**src/rtl/alu_sched_pkg.sv**
```systemverilog
// Shared definitions for the ALU operation scheduler: op codes,
// FSM states and the one-hot function-select encoding.
package alu_sched_pkg;

    localparam logic [1:0] OP_MUL = 2'b00;
    localparam logic [1:0] OP_ADD = 2'b01;
    localparam logic [1:0] OP_DIV = 2'b10;
    localparam logic [1:0] OP_SUB = 2'b11;

    // alu_sel is {mul, add, div, sub}
    localparam int SEL_BIT_MUL = 3;
    localparam int SEL_BIT_ADD = 2;
    localparam int SEL_BIT_DIV = 1;
    localparam int SEL_BIT_SUB = 0;

    localparam logic [3:0] SEL_NONE = 4'b0000;
    localparam logic [3:0] SEL_MUL  = 4'b1000;
    localparam logic [3:0] SEL_ADD  = 4'b0100;
    localparam logic [3:0] SEL_DIV  = 4'b0010;
    localparam logic [3:0] SEL_SUB  = 4'b0001;

    typedef enum logic [1:0] {
        ST_IDLE = 2'd0,
        ST_EXEC = 2'd1,
        ST_RESP = 2'd2
    } state_t;

    function automatic logic [3:0] op_to_sel(input logic [1:0] op);
        logic [3:0] sel;
        case (op)
            OP_MUL:  sel = SEL_MUL;
            OP_ADD:  sel = SEL_ADD;
            OP_DIV:  sel = SEL_DIV;
            default: sel = SEL_SUB;
        endcase
        return sel;
    endfunction

endpackage

```
**src/rtl/alu_iso_core.sv**
```systemverilog
// Operand-isolated 4-function arithmetic core. Each function unit only sees
// non-zero operands while its alu_sel bit is set, so idle units do not toggle.
// The selected result is registered whenever any select bit is active.
module alu_iso_core
    import alu_sched_pkg::*;
#(
    parameter int DW = 4
) (
    input  logic            clk,
    input  logic            rst,
    input  logic [3:0]      alu_sel,
    input  logic [DW-1:0]   a,
    input  logic [DW-1:0]   b,
    output logic [2*DW-1:0] res,
    output logic            divz
);

    localparam int RW = 2 * DW;

    logic [DW-1:0] mul_a, mul_b;
    logic [DW-1:0] add_a, add_b;
    logic [DW-1:0] div_a, div_b;
    logic [DW-1:0] sub_a, sub_b;

    logic [RW-1:0] mul_y, add_y, div_y, sub_y;
    logic [RW-1:0] res_d;
    logic          div_zero;

    assign mul_a = alu_sel[SEL_BIT_MUL] ? a : '0;
    assign mul_b = alu_sel[SEL_BIT_MUL] ? b : '0;
    assign add_a = alu_sel[SEL_BIT_ADD] ? a : '0;
    assign add_b = alu_sel[SEL_BIT_ADD] ? b : '0;
    assign div_a = alu_sel[SEL_BIT_DIV] ? a : '0;
    assign div_b = alu_sel[SEL_BIT_DIV] ? b : '0;
    assign sub_a = alu_sel[SEL_BIT_SUB] ? a : '0;
    assign sub_b = alu_sel[SEL_BIT_SUB] ? b : '0;

    assign div_zero = (div_b == '0);

    // Function units: products and sums are zero-extended to the result width,
    // divide-by-zero saturates to all-ones, subtract wraps modulo 2^RW.
    always_comb begin
        mul_y = RW'(mul_a) * RW'(mul_b);
        add_y = RW'(add_a) + RW'(add_b);
        div_y = div_zero ? '1 : RW'(div_a / div_b);
        sub_y = RW'(sub_a) - RW'(sub_b);
    end

    // Output mux driven by the one-hot select.
    always_comb begin
        res_d = '0;
        case (alu_sel)
            SEL_MUL: res_d = mul_y;
            SEL_ADD: res_d = add_y;
            SEL_DIV: res_d = div_y;
            SEL_SUB: res_d = sub_y;
            default: res_d = '0;
        endcase
    end

    // Result register: loads only in the execute cycle, holds otherwise so the
    // response stays stable while the consumer stalls.
    always_ff @(posedge clk or negedge rst) begin
        if (!rst) begin
            res  <= '0;
            divz <= 1'b0;
        end else if (|alu_sel) begin
            res  <= res_d;
            divz <= alu_sel[SEL_BIT_DIV] & div_zero;
        end
    end

endmodule

```
**src/rtl/alu_op_scheduler.sv**
```systemverilog
// Round-robin arbiter and sequencer sharing one operand-isolated ALU among
// N_REQ requesters. One operation is in flight at a time.
//
//   state   | meaning
//   --------+-----------------------------------------------------------
//   ST_IDLE | no operation in flight; grants the round-robin winner
//   ST_EXEC | single cycle, ALU selected with captured operands
//   ST_RESP | result valid, waiting for rsp_ready; may grant on handshake
module alu_op_scheduler
    import alu_sched_pkg::*;
#(
    parameter int N_REQ = 4,
    parameter int DW    = 4,
    parameter int ID_W  = 2
) (
    input  logic                clk,
    input  logic                rst,
    input  logic [N_REQ-1:0]    req,
    input  logic [2*N_REQ-1:0]  req_op,
    input  logic [DW*N_REQ-1:0] req_a,
    input  logic [DW*N_REQ-1:0] req_b,
    output logic [N_REQ-1:0]    gnt,
    output logic                rsp_valid,
    input  logic                rsp_ready,
    output logic [2*DW-1:0]     rsp_data,
    output logic [ID_W-1:0]     rsp_id,
    output logic                rsp_divz,
    output logic [3:0]          alu_sel,
    output logic                busy
);

    state_t          state;
    logic [ID_W-1:0] ptr;
    logic [1:0]      cap_op;
    logic [DW-1:0]   cap_a;
    logic [DW-1:0]   cap_b;
    logic [ID_W-1:0] cap_id;

    logic [1:0]      op_arr [N_REQ];
    logic [DW-1:0]   a_arr  [N_REQ];
    logic [DW-1:0]   b_arr  [N_REQ];

    logic [ID_W-1:0] win_id;
    logic            win_found;
    logic [ID_W-1:0] ptr_next;
    logic            hs;
    logic            grant_en;
    logic [DW-1:0]   core_a;
    logic [DW-1:0]   core_b;

    for (genvar g = 0; g < N_REQ; g++) begin : g_unpack
        assign op_arr[g] = req_op[2*g +: 2];
        assign a_arr[g]  = req_a[DW*g +: DW];
        assign b_arr[g]  = req_b[DW*g +: DW];
    end

    // Round-robin search starting at ptr, wrapping modulo N_REQ.
    always_comb begin
        logic [ID_W:0] idx;
        win_found = 1'b0;
        win_id    = '0;
        idx       = '0;
        for (int i = 0; i < N_REQ; i++) begin
            idx = {1'b0, ptr} + (ID_W+1)'(i);
            if (idx >= (ID_W+1)'(N_REQ)) begin
                idx = idx - (ID_W+1)'(N_REQ);
            end
            if (!win_found && req[idx[ID_W-1:0]]) begin
                win_found = 1'b1;
                win_id    = idx[ID_W-1:0];
            end
        end
    end

    // Next search start is one past the winner, wrapping modulo N_REQ.
    always_comb begin
        logic [ID_W:0] nxt;
        nxt = {1'b0, win_id} + (ID_W+1)'(1);
        if (nxt >= (ID_W+1)'(N_REQ)) begin
            nxt = '0;
        end
        ptr_next = nxt[ID_W-1:0];
    end

    assign hs = rsp_valid & rsp_ready;

    // Grants happen from IDLE or on the response handshake. Gating with rst
    // keeps gnt low while reset is held even though the FSM sits in IDLE.
    assign grant_en = rst & win_found &
                      ((state == ST_IDLE) | ((state == ST_RESP) & hs));

    assign gnt = grant_en ? (N_REQ'(1) << win_id) : '0;

    // Core operands are forced to zero outside the execute cycle.
    assign core_a = (state == ST_EXEC) ? cap_a : '0;
    assign core_b = (state == ST_EXEC) ? cap_b : '0;

    // Sequencing FSM with registered select, valid, id and busy outputs.
    always_ff @(posedge clk or negedge rst) begin
        if (!rst) begin
            state     <= ST_IDLE;
            ptr       <= '0;
            cap_op    <= OP_MUL;
            cap_a     <= '0;
            cap_b     <= '0;
            cap_id    <= '0;
            alu_sel   <= SEL_NONE;
            rsp_valid <= 1'b0;
            rsp_id    <= '0;
            busy      <= 1'b0;
        end else begin
            case (state)
                ST_IDLE: begin
                    if (grant_en) begin
                        state <= ST_EXEC;
                    end
                end
                ST_EXEC: begin
                    alu_sel   <= SEL_NONE;
                    rsp_valid <= 1'b1;
                    rsp_id    <= cap_id;
                    state     <= ST_RESP;
                end
                ST_RESP: begin
                    if (hs) begin
                        rsp_valid <= 1'b0;
                        busy      <= grant_en;
                        state     <= grant_en ? ST_EXEC : ST_IDLE;
                    end
                end
                default: begin
                    state   <= ST_IDLE;
                    alu_sel <= SEL_NONE;
                    busy    <= 1'b0;
                end
            endcase

            if (grant_en) begin
                cap_op  <= op_arr[win_id];
                cap_a   <= a_arr[win_id];
                cap_b   <= b_arr[win_id];
                cap_id  <= win_id;
                alu_sel <= op_to_sel(op_arr[win_id]);
                ptr     <= ptr_next;
                busy    <= 1'b1;
            end
        end
    end

    alu_iso_core #(
        .DW (DW)
    ) u_core (
        .clk     (clk),
        .rst     (rst),
        .alu_sel (alu_sel),
        .a       (core_a),
        .b       (core_b),
        .res     (rsp_data),
        .divz    (rsp_divz)
    );

endmodule

```
**config.mk**
```make
export PLATFORM = sky130hd
export DESIGN_NAME = alu_op_scheduler
export DESIGN_NICKNAME = d
export VERILOG_FILES = /design/src/rtl/alu_sched_pkg.sv /design/src/rtl/alu_iso_core.sv /design/src/rtl/alu_op_scheduler.sv
export SDC_FILE = /design/constraint.sdc
export NUM_CORES = 1
export LEC_CHECK = 0
export ABC_CLOCK_PERIOD_IN_PS = 11970
export BUFFER_PORTS_ARGS = -buffer_cell sky130_fd_sc_hd__buf_2
export CAP_MARGIN = 20
export CELL_PAD_IN_SITES_DETAIL_PLACEMENT = 0
export CELL_PAD_IN_SITES_GLOBAL_PLACEMENT = 1
export CORE_UTILIZATION = 42
export DETAILED_ROUTE_END_ITERATION = 10
export PLACE_DENSITY_LB_ADDON = 0.1
export RECOVER_POWER = 25
export SLEW_MARGIN = 0
export SYNTH_ARGS = -nofsm -noshare
export SYNTH_HDL_FRONTEND = slang
export SYNTH_SLANG_ARGS = --single-unit
```
**constraint.sdc**
```tcl
create_clock -name clk -period 11.97 [get_ports clk]
set_input_delay 0 -clock clk [delete_from_list [all_inputs] [get_ports clk]]
set_output_delay 0 -clock clk [all_outputs]
set_load 0.02 [all_outputs]
```
Word-level counts from Yosys, hierarchy flattened
Cells that the tools add are included.
Widths: inputs -> output; s select.
Operators by class
  $add $sub $neg: 10
  multipliers: 1
  div/mod/pow operators: 1
  $lt $le $gt $ge: 10
  eq/ne operators: 13
  shifts and indexed selects: 1
  mux-type cells: 54
  bitwise operators: 7
  reductions and logical operators: 16
Operator list (count)
  $mux 4: 17
  $pmux 8 s4: 1
  $mux 2: 13
  $bmux 4 s2: 2
  $ge 3x3->1 const B: 5
  $lt 2x3->1 const B: 4
  $pmux 4 s3: 1
  $mux 1: 11
  $bmux 1 s2: 4
  $div 4x4->8: 1
  $mul 4x4->8: 1
  $mux 8: 1
  $sub 2x1->2 const B: 4
  $add 2x1->3 const B: 2
  $add 2x2->3 const B: 2
  $pmux 2 s3: 1
  $reduce_and 2->1: 3
  $add 4x4->5: 1
  $and 1x1->1: 5
  $sub 4x4->5: 1
  $bmux 2 s2: 1
  $eq 2x1->1 const B: 2
  $eq 2x2->1 const B: 2
  $eq 4x1->1 const B: 1
  other kinds (18): 27
Storage, ports and cells
  register bits: 31
  bits in latches: 0
  RAM bits: 0
  memory bits (read-only): 0
  input bits: 47
  output and inout bits: 21
  logic and storage cells: 124
  memories: 0

Logic depth before layout (Yosys ltp)
  word-level depth: 21
  gate-level depth with buffers: 49
  mapped depth without buffers: 47

Hierarchy
From an unflattened synthesis, not the netlist that was laid out.
Unflattened totals
  cells, all modules: 440
  area total of the unflattened synthesis: 3871.2 µm²
Modules (own cells, without submodules)
  alu_iso_core: instances 1, cells an instance 290, area an instance 2373.5 µm², sequential area each 225.2 µm²
  alu_op_scheduler: instances 1, cells an instance 150, area an instance 1497.7 µm², sequential area each 550.5 µm²

Worst setup path before layout
Ideal clock, no wire load.
  kind: reg2reg
  from: register alu_sel[1]
  to: register u_core.res[0]
  setup time: 120 ps
  arrival time: 9023 ps
  data required time: 11850 ps
  slack: 2827 ps
  cell stages (with the launch flop): 46
  buffers on the path: 2
  cell sequence: dfrtp_1 and3b_1 clkbuf_1 nand2_1 ha_1 o21a_1 o221a_2 mux2i_1 ha_1 or2_2 o22ai_1 o21a_1 mux2_2 ha_1 or3_1 o221ai_1 o311a_1 a22o_1 [... 10 more ...] mux2i_1 ha_1 o21a_1 o21a_1 o21ai_0 nand2b_1 nor3b_1 and2_1 o21ai_0 ha_1 a21oi_1 nor2b_1 o21ai_0 a21oi_1 nor2_1 and3_1 or4b_1 and3_1
Between the ends
  longest elaborated chain between the ends: 4
  elaborated cells on any way between the ends: 11
Ends and longest elaborated chain
  start, declared: line alu_op_scheduler.sv:28  | output logic [3:0] alu_sel,
  start signal, assigned: line alu_op_scheduler.sv:143  | alu_sel <= op_to_sel(op_arr[win_id]);
  $mux 4, on equally long branches: line alu_iso_core.sv:33, alu_iso_core.sv:34
  $div 4x4->8 or $logic_not 4->1 (tied branches): line alu_iso_core.sv:45, alu_iso_core.sv:38
  $mux 8: line alu_iso_core.sv:45  | div_y = div_zero ? '1 : RW'(div_a / div_b);
  $pmux 8 s4: line alu_iso_core.sv:52  | case (alu_sel)
  end signal, assigned: line alu_iso_core.sv:68  | res <= res_d;
  end, declared: line alu_iso_core.sv:14  | output logic [2*DW-1:0] res,
Several ways; a longest one is shown, not always the timed one.
A chain may end at the register's enable or synchronous reset.

Final worst setup path
  from: register state[0]
  to: register u_core.res[0]
Between the ends
  longest elaborated chain between the ends: 6
  elaborated cells on any way between the ends: 18
Ends and longest elaborated chain
  start, declared: line alu_op_scheduler.sv:32  | state_t state;
  start signal, assigned: line alu_op_scheduler.sv:128  | state <= grant_en ? ST_EXEC : ST_IDLE;
  $eq 2x1->1 *: line alu_op_scheduler.sv:95, alu_op_scheduler.sv:96
  $mux 4, on equally long branches: line alu_op_scheduler.sv:95, alu_op_scheduler.sv:96
  $mux 4, on equally long branches: line alu_iso_core.sv:33, alu_iso_core.sv:34
  $div 4x4->8 or $logic_not 4->1 (tied branches): line alu_iso_core.sv:45, alu_iso_core.sv:38
  $mux 8: line alu_iso_core.sv:45
  $pmux 8 s4 *: line alu_iso_core.sv:52
Every way passes the cells marked *; elsewhere a longest branch is shown, timed or not.

==> results.cfg <==
[sta]
tns_ns = 0
setup_viol_count_final = 0
period_minus_slack_ns = 10.38
finalCritPeriodShare_pct = 86.68
drv_slew = 33
rsz0062_at_grt = no
fin_skew_ns = 0.006032
hold_viol = 0
max_freq_ghz = 0.09637
max_slew_margin_pct = -18.88
worst_pin_slew_ns = 1.783

[clock_network]
hold_buffers = 1
clk_latency_ns = 0.29
htreeDepth = 2
clock_path_buffers = 2
cts_tree = done
ctsResizeCount = 0
cts_setup_buffers = 0
cts.sinks = 31
cts_root_buf = clkbuf_8
numCtsBuffers = 5
clk_pin_slew_worst_paths_ns = 0.07

[grt]
grt_usage_pct = 21.46
grt_pass1_wl_um = 16820
antenna_found_initial = 0
grt_pass1_vias = 3612
grt_max_degree = 33
grt.overflow.total = 0

[finish]
drive_gt1_share_pct = 14.44
layout_common_cells = nand2_1 (77), buf_2 (54), ha_1 (49)
final_common_cell = nand2_1
antennaDiodeCount = 0
nNetsFinal = 648
area_growth_pct = 13.26
fillCellCount = 910
utilization_pct = 49.51

[worst_setup_path]
cp_common_cell = o21a_1
crit_type = flip-flop to flip-flop
setup.worst_path.end_class = flip-flop
required_ns = 12.15
worstPathMaxFanout = 13
slowest_stage = dfrtp_1
slowest_delay_ns = 0.55
startpoint_type = flip-flop
cp.arrival_ns = 10.56

[floorplan]
die_x_um = 97.51
rows = 34
ioPinCount = 68
die_y_um = 97.51
die_area_um2 = 9508
core_um2 = 8763
start_util_pct = 43.72

[synth]
synthCells = 492
syn_avg_cell_area_um2 = 7.787
synth_edf_count = 0
seq_area_frac_synth_pct = 20.25
ys_warn_count = 0
yosys_register_bits = 31
yosysUniqueCellTypes = 60
netlist_area_um2 = 3831
async_flop_share_pct = 100.0
synthFlopType = dfrtp_1

[placed_design]
io_buffers = 67
dpl.hpwl_um = 7854
gp_congestion = 0.8427

[run_status]
status = complete, but fails checks
violations = capacitance limit, slew limit

[min_path]
hold_path.class = input port to flip-flop

[routing]
drt-pass1-iter-count = 5
drtIter0Drc = 247
vias_per_cell = 5.635
drt_wl_total_um = 9983
vias = 3691
drc = 0
ant_nets = 0
drt-wirelength-per-cell_um = 15.24

[power_and_ir_drop]
power.leakage_nw = 2.205
peakVddDrop_v = 0.0001060
power.density_nw_per_um2 = 246.2

[job]
max_cap_viol_count = 1
-- per-layer routing --
layer,track usage (%),vias up,wire [um]
met5,0,-,0
met4,7.692,0,287
li1,-,1865,-
met1,28.22,1687,4709
met3,2.806,20,468
met2,35.93,119,4517
-- layout make-up --
cell class              instances  area [um^2]  share of cell area [%]
repair buffers                 71        351.6                   8.103
clock buffers                   6        82.58                   1.903
inverters                      30        112.6                   2.595
multi-input cells             407         2846                   65.60
flip-flops and latches         31        775.7                   17.88
clock inverters                 2        35.03                  0.8074
well taps                     108        135.1                   3.114
-- path summary, 6_finish.rpt --
check | from | to | slack [ns] | cells past startpoint
min in group asynchronous | rst | ptr[1] | 0.72 | 2
setup / recovery | state[0] | u_core.res[0] | 1.59 | 42
setup reg to reg | state[0] | u_core.res[0] | 1.59 | 42
hold reg to reg | cap_id[0] | cap_id[0] | 0.48 | 2
max in group asynchronous | rst | cap_id[1] | 10.22 | 2
hold / removal | req_b[11] | cap_b[3] | 0.09 | 5
-- worst max-delay path, delay by kind of cell (launching register included) --
kind,cells,cell delay (ns)
AOI/OAI and AO/OA,19,3.74
adders and majority gates,6,1.72
DFF,1,0.55
muxes,2,0.65
and+or+nand+nor,15,3.59
-- logic make-up (layout without fill, tap and decap cells) --
| logic type | count (synthesis) | count (layout) | share of synthesized area (%) |
|---|---|---|---|
| and+or+nand+nor | 205 | 205 | 26.94 |
| AOI/OAI and AO/OA | 107 | 107 | 18.22 |
| buffers and inverters | 56 | 109 | 6.009 |
| adders and majority gates | 55 | 55 | 19.14 |
| DFF | 31 | 31 | 20.25 |
| muxes | 22 | 22 | 5.911 |
| xor gates and xnor gates | 15 | 15 | 3.429 |
| other | 1 | 3 | 0.09788 |
-- sequential cells by signal (all words and copies together) (netlist names), named ones only --
signal,cells
rsp_id,2
alu_sel,4
busy,1
cap_b,4
cap_a,4
u_core.divz,1
state,2
u_core.res,8
cap_id,2
rsp_valid,1
ptr,1
-- power breakdown --
group	switching, mW	total [mW]	internal [mW]
registers	0.0871	0.239	0.152
logic	0.431	0.721	0.289
clock network	0.0416	0.109	0.0673
total	0.560	1.07	0.508
-- synth_stat cells (5+ instances only) --
| cell type | n | area (um^2) |
|---|---|---|
| ha_1 | 49 | 613.1 |
| nand3_1 | 26 | 130.1 |
| fa_1 | 6 | 120.1 |
| or3_1 | 5 | 31.28 |
| and2_1 | 7 | 43.79 |
| nand2b_1 | 7 | 43.79 |
| o21a_1 | 10 | 75.07 |
| o21ai_0 | 38 | 190.2 |
| nor3_1 | 11 | 55.05 |
| inv_1 | 28 | 105.1 |
| nor2_1 | 22 | 82.58 |
| nor3b_1 | 5 | 37.54 |
| a21o_1 | 6 | 45.04 |
| o221ai_1 | 6 | 52.55 |
| mux2_2 | 5 | 56.30 |
| a21oi_1 | 21 | 105.1 |
| dfrtp_1 | 31 | 775.7 |
| clkbuf_1 | 21 | 78.83 |
| mux2i_1 | 17 | 170.2 |
| xnor2_1 | 12 | 105.1 |
| nand2_1 | 77 | 289.0 |
| and3_1 | 23 | 143.9 |
-- through the flow --
step / hold WS (ns) / power [mW] / instance area [um^2] / std cells / setup WS (ns)
global placement: 0.09502 / 0.9446 / 4228 / 646 / 1.911
CTS: 0.08847 / 1.070 / 4355 / 655 / 1.620
finish: 0.08888 / 1.068 / 4339 / 655 / 1.594
global route: 0.1251 / 1.170 / 4339 / 655 / 0.7605
detailed placement: 0.1043 / 0.9561 / 4228 / 646 / 1.639
floorplan: -0.2956 / 0.7895 / 3839 / 494 / 2.827
Note: power is estimated with default switching activity, not from simulation.
